### config.mk
export PLATFORM = sky130hd
export DESIGN_NAME = int_to_float
export DESIGN_NICKNAME = d
export VERILOG_FILES = /design/src/rtl/int_to_float.sv
export SDC_FILE = /design/constraint.sdc
export NUM_CORES = 1
export LEC_CHECK = 0
export BUFFER_PORTS_ARGS = -buffer_cell sky130_fd_sc_hd__buf_2
export CAP_MARGIN = 20
export CORE_MARGIN = 5
export CORE_UTILIZATION = 54
export CTS_BUF_LIST = sky130_fd_sc_hd__clkbuf_16
export CTS_CLUSTER_DIAMETER = 30
export DETAILED_ROUTE_END_ITERATION = 12
export HOLD_SLACK_MARGIN = 0.08
export PLACE_DENSITY = 0.83
export SETUP_SLACK_MARGIN = 0.5
export SLEW_MARGIN = 20
export SYNTH_ARGS = -nofsm -noshare
export SYNTH_HDL_FRONTEND = slang
export SYNTH_SLANG_ARGS = --single-unit
### constraint.sdc
create_clock -name clk -period 2.75 [get_ports clk]
set_clock_uncertainty 0.15 [all_clocks]
set_input_delay 0.55 -clock clk [delete_from_list [all_inputs] [get_ports clk]]
set_output_delay 0.55 -clock clk [all_outputs]
set_load 0.05 [all_outputs]
### src/rtl/int_to_float.sv
// rtl/int_to_float.sv - 16-bit signed integer to IEEE-754 single conversion
// Sequential normaliser: one left shift per cycle until the leading one reaches bit 15.
module int_to_float (
    input  logic        clk,
    input  logic        reset_n,
    input  logic [15:0] intin,
    input  logic        in_valid,
    output logic        in_ready,
    output logic [31:0] floatout,
    output logic        out_valid,
    input  logic        out_ready
);

    typedef enum logic [1:0] {
        IDLE = 2'd0,
        NORM = 2'd1,
        DONE = 2'd2
    } state_t;

    state_t      state_q;
    state_t      state_d;
    logic        sign_q;
    logic        sign_d;
    logic [15:0] mag_q;
    logic [15:0] mag_d;
    logic [7:0]  exp_q;
    logic [7:0]  exp_d;
    logic [31:0] float_q;
    logic [31:0] float_d;
    logic [15:0] abs_in;

    // Two's-complement negate; -32768 wraps to 0x8000, which is the correct magnitude.
    assign abs_in = intin[15] ? (~intin + 16'd1) : intin;

    always_ff @(posedge clk or negedge reset_n) begin
        if (!reset_n) begin
            state_q <= IDLE;
            sign_q  <= 1'b0;
            mag_q   <= 16'd0;
            exp_q   <= 8'd0;
            float_q <= 32'd0;
        end else begin
            state_q <= state_d;
            sign_q  <= sign_d;
            mag_q   <= mag_d;
            exp_q   <= exp_d;
            float_q <= float_d;
        end
    end

    always_comb begin
        state_d = state_q;
        sign_d  = sign_q;
        mag_d   = mag_q;
        exp_d   = exp_q;
        float_d = float_q;
        case (state_q)
            IDLE: begin
                if (in_valid) begin
                    sign_d  = intin[15];
                    mag_d   = abs_in;
                    exp_d   = 8'd142;
                    state_d = NORM;
                end
            end
            NORM: begin
                if (mag_q == 16'd0) begin
                    float_d = 32'd0;
                    state_d = DONE;
                end else if (mag_q[15]) begin
                    // Leading one is the implicit bit; the remaining 15 bits fill the mantissa top.
                    float_d = {sign_q, exp_q, mag_q[14:0], 8'd0};
                    state_d = DONE;
                end else begin
                    mag_d = {mag_q[14:0], 1'b0};
                    exp_d = exp_q - 8'd1;
                end
            end
            DONE: begin
                if (out_ready) begin
                    state_d = IDLE;
                end
            end
            default: begin
                state_d = IDLE;
            end
        endcase
    end

    assign in_ready  = (state_q == IDLE);
    assign out_valid = (state_q == DONE);
    assign floatout  = float_q;

endmodule

==> results list <==
- First-pass iteration count of the detailed router: 4
* Number of hold violations in the final report: 0
* Compound-Gate Fraction of Synth Area: 22.5%
- Remaining antenna violation count after routing: 0
* Area share of the largest cell type after synthesis: 50.6%
* Worst-path maximum fanout: 5
- From synthesis to final layout, the design area changed by 19.1%.
- The run finished with clean final reports.
- Detailed Route Iter0 Violations: 138
* Depth of the worst register-to-register path: 7
- For this run, the total global-route usage over all layers was measured as 18.9%.
* MaxCap Viol Count: 0
* Proportion of register bits with asynchronous set or reset after synthesis: 100%
- Final min period: 2.15 ns
* Number of placement rows: 24
- WL met1: 2510 um
- Aggregate negative setup slack: 0 ns
* Clk root buf: clkbuf_16
- Summed over all layers, the routed wires come to 5500 um.
- Tracing the worst setup path back leads to its startpoint at intin[0].
- Maximum number of pins on one net before global-route repair: 39
- In the post-synthesis netlist, the biggest area contributors are dfrtp_1, a22o_1, xor2_1.
- Counting instances in the post-synthesis netlist gives the leading cell types as dfrtp_1, a22o_1, o21ai_0.
- Cell count after synthesis: 237
- Number of DRC violations after detailed routing: 0
- The synthesized netlist devotes 13.7% of its cell area to simple gates.
* Most used flip-flop cell after synthesis: dfrtp_1
- H-tree depth: 2
- Leaving out filler cells and counting taps, the final layout contains 336.
- Total met3 wirelength after detailed routing: 415 um
- The worst setup path is launched from a primary input.
- The worst hold path belongs to the class in2async.
- The clock passes through at most 2 buffers.
- Detailed routing placed a total of 2520 um of wire on met2.
* Post-DR wirelength/cell: 16.4 um
* Vias in the first global route: 1,948
- Number of buffers created by CTS: 5
- The core region is 4440 um^2.
- Number of vias in the routed layout: 1,985
* Global-route wire length before repair: 9290 um
- Dominant cell by count in the synthesized netlist: dfrtp_1
- After Yosys synthesis, full adders, half adders and majority gates account for 0.992% of the synthesized area.
* Cell total after placement: 328
- The startpoint identified for the worst register-to-register timing path is mag_q[10]$_DFFE_PN0P_.
- Final Cycle Share: 78.1%
- Dividing the synthesized area by the synthesized cell count gives 10.6 um^2.
* PD cells: 1240 nW/um^2
- By area, the combinational part of the netlist is dominated by compound AO/OA/AOI/OAI gates.
- # setup viols final: 0
* Critical R2R Capture: mag_q[1]$_DFFE_PN0P_
- STA puts the critical path data arrival time at 2.17 ns.
- The number of different library cells used by synthesis comes to 42.
- Max VDD drop: 0.000666 V
- The die covers 6140 um^2.
- Summed over all instances, the cell type with the most area after synthesis is dfrtp_1.
* Capture point of the worst path: mag_q[8]$_DFFE_PN0P_
* Cell area after technology mapping: 2520 um^2
- Number of max-slew violations in the final report: 0
* Critical Setup Path Class: in2reg
- In the routed layout, each cell is associated on average with a via count of 5.91.
- Worst-case headroom to the max-slew limit: 45.3%
- Global routing finished with a remaining overflow of 0.
- The highest layer touched by signal routing is met4.
- Clock-pin slew was measured on the worst setup and hold paths at 0.07 ns.
- The synthesized design contains 0 enable-type register cells.
- Measured against the total synthesized area, the mux share comes to 0.397%.
* Sequential cell area fraction in the yosys report: 50.6%
- 54 I/O pins were placed.
- The floorplan step set the die height to 78.4 um.
- The repair_antennas step left the layout with diodes totalling 0.
- Horizontal extent of the die: 78.4 um
- Routability-driven placement finished with a final weighted congestion of 0.895.
- The synthesized design contains 51 register bits.
- Highest clock frequency the design can meet: 466 MHz
* Post-CTS setup-driven buffer insertion count: 0
- STA classifies the critical path endpoint as a flip-flop.
- The HPWL after detailed placement is 3950 um.
* Insertion delay of the later-clocked pin in the worst-skew pair: 0.29 ns
* Clock tree sinks: 51
- Setup repair after global routing left no endpoint under its margin.
* Number of nets in the finished design: 305
- Share of post-route cells with drive strength above 1: 25.4%
* Number of warnings printed during yosys synthesis: 0
- Leak pwr: 1.42 nW
- Final hold analysis gives a worst-case slack of 0.198 ns.
* TritonCTS clock tree: built
- Summing the areas of all xor and xnor instances in the mapped netlist gives 5.55% of the synthesized area.
- Initial standard-cell utilization of the core: 56.8%
- The initial antenna violation count is 0.
- Number of buffer cells added on primary ports: 45
- Minimum setup slack among reg-to-reg paths: 0.68 ns
- Transition time of the tightest slew-check pin: 0.821 ns
- Data on the critical path is required at its endpoint by 2.78 ns.
cells by family (layout without fill, tap and decap cells):
| kind of cell | after synthesis | in the layout |
|---|---|---|
| compound gates | 71 | 71 |
| xor+xnor | 16 | 16 |
| fa+ha+maj | 2 | 2 |
| buf+inv | 32 | 72 |
| flops | 51 | 51 |
| mux | 1 | 1 |
| other cells | 1 | 8 |
| simple gates | 63 | 63 |
worst min path at each step:
| stage | start | end | slack (ns) | depth (start not counted) |
|---|---|---|---|---|
| after global placement | sign_q$_DFFE_PN0P_ | sign_q$_DFFE_PN0P_ | 0.32 | 2 |
| after CTS | reset_n | mag_q[9]$_DFFE_PN0P_ | 0.23 | 1 |
| final | reset_n | mag_q[9]$_DFFE_PN0P_ | 0.20 | 1 |
| after floorplan | reset_n | exp_q[0]$_DFFE_PN0P_ | 0.10 | 0 |
| after global routing | reset_n | mag_q[9]$_DFFE_PN0P_ | 0.27 | 1 |
| after detailed placement | sign_q$_DFFE_PN0P_ | sign_q$_DFFE_PN0P_ | 0.32 | 2 |
state kept, by name, indices dropped and copies added, names as in the netlist:
signal and count:
exp_q 8, floatout 24, sign_q 1, mag_q 16
state_q 2
worst max-delay path, cell delays in order:
cell and delay, ns:
buf_2 0.11, inv_1 0.07, ha_1 0.18, or4b_4 0.53, o41ai_4 0.25, xor2_1 0.17, nor2_1 0.05, a221o_1 0.27
cell type report:
type / instances / area [um^2]
Inverter: 11 / 41.3
Clock inverter: 3 / 67.6
Sequential cell: 51 / 1280
Multi-Input combinational cell: 161 / 1130
Clock buffer: 5 / 125
Timing Repair Buffer: 53 / 298
Tap cell: 52 / 65.1
Fill cell: 358 / 1440
through the flow:
| stage | utilization (%) | setup slack, ns | area (um^2) | total power [mW] |
|---|---|---|---|---|
| 6_report | 67.6 | 0.603 | 3010 | 3.73 |
| 5_1_grt | 67.6 | 0.508 | 3010 | 3.94 |
| 4_1_cts | 67.4 | 0.583 | 2990 | 3.72 |
| 3_5_place_dp | 63.0 | 0.283 | 2800 | 2.93 |
| 3_3_place_gp | 63.0 | 0.349 | 2800 | 2.88 |
| 2_1_floorplan | - | 0.526 | 2550 | 2.49 |
placed cells by master, fill, tap and decap left out, types with 3 or more instances in the layout:
cell,synthesis,layout
xnor2_1,3,3
clkbuf_16,0,5
buf_4,8,7
nor2_1,11,10
a21oi_1,6,6
or3_1,7,7
a22oi_1,8,8
dfrtp_1,51,51
o31ai_1,3,3
nand3_1,7,7
nand2b_1,4,4
a22o_1,24,24
inv_1,11,11
conb_1,1,8
xor2_1,13,13
nand2_1,14,14
buf_2,4,45
o21ai_0,17,17
nor4_1,6,6
per-layer routing:
layer	vias up	GRT usage, %
met5	-	0
met4	0	7.17
met3	6	3.32
met2	79	30.1
met1	954	25.9
li1	946	-
what timing repair did:
item,CTS,global route
hold buffers,0,0
setup endpoints to repair,0,1
resized for setup,0,1
endpoints found under the hold margin,0,0
report_power, final:
| part | switching, mW | total, mW | internal (mW) | leakage, nW |
|---|---|---|---|---|
| clock | 0.266 | 0.787 | 0.521 | 0.0900 |
| combinational | 1.11 | 1.63 | 0.521 | 0.702 |
| sequential | 0.259 | 1.31 | 1.05 | 0.627 |
(Power assumes the default switching activity.)
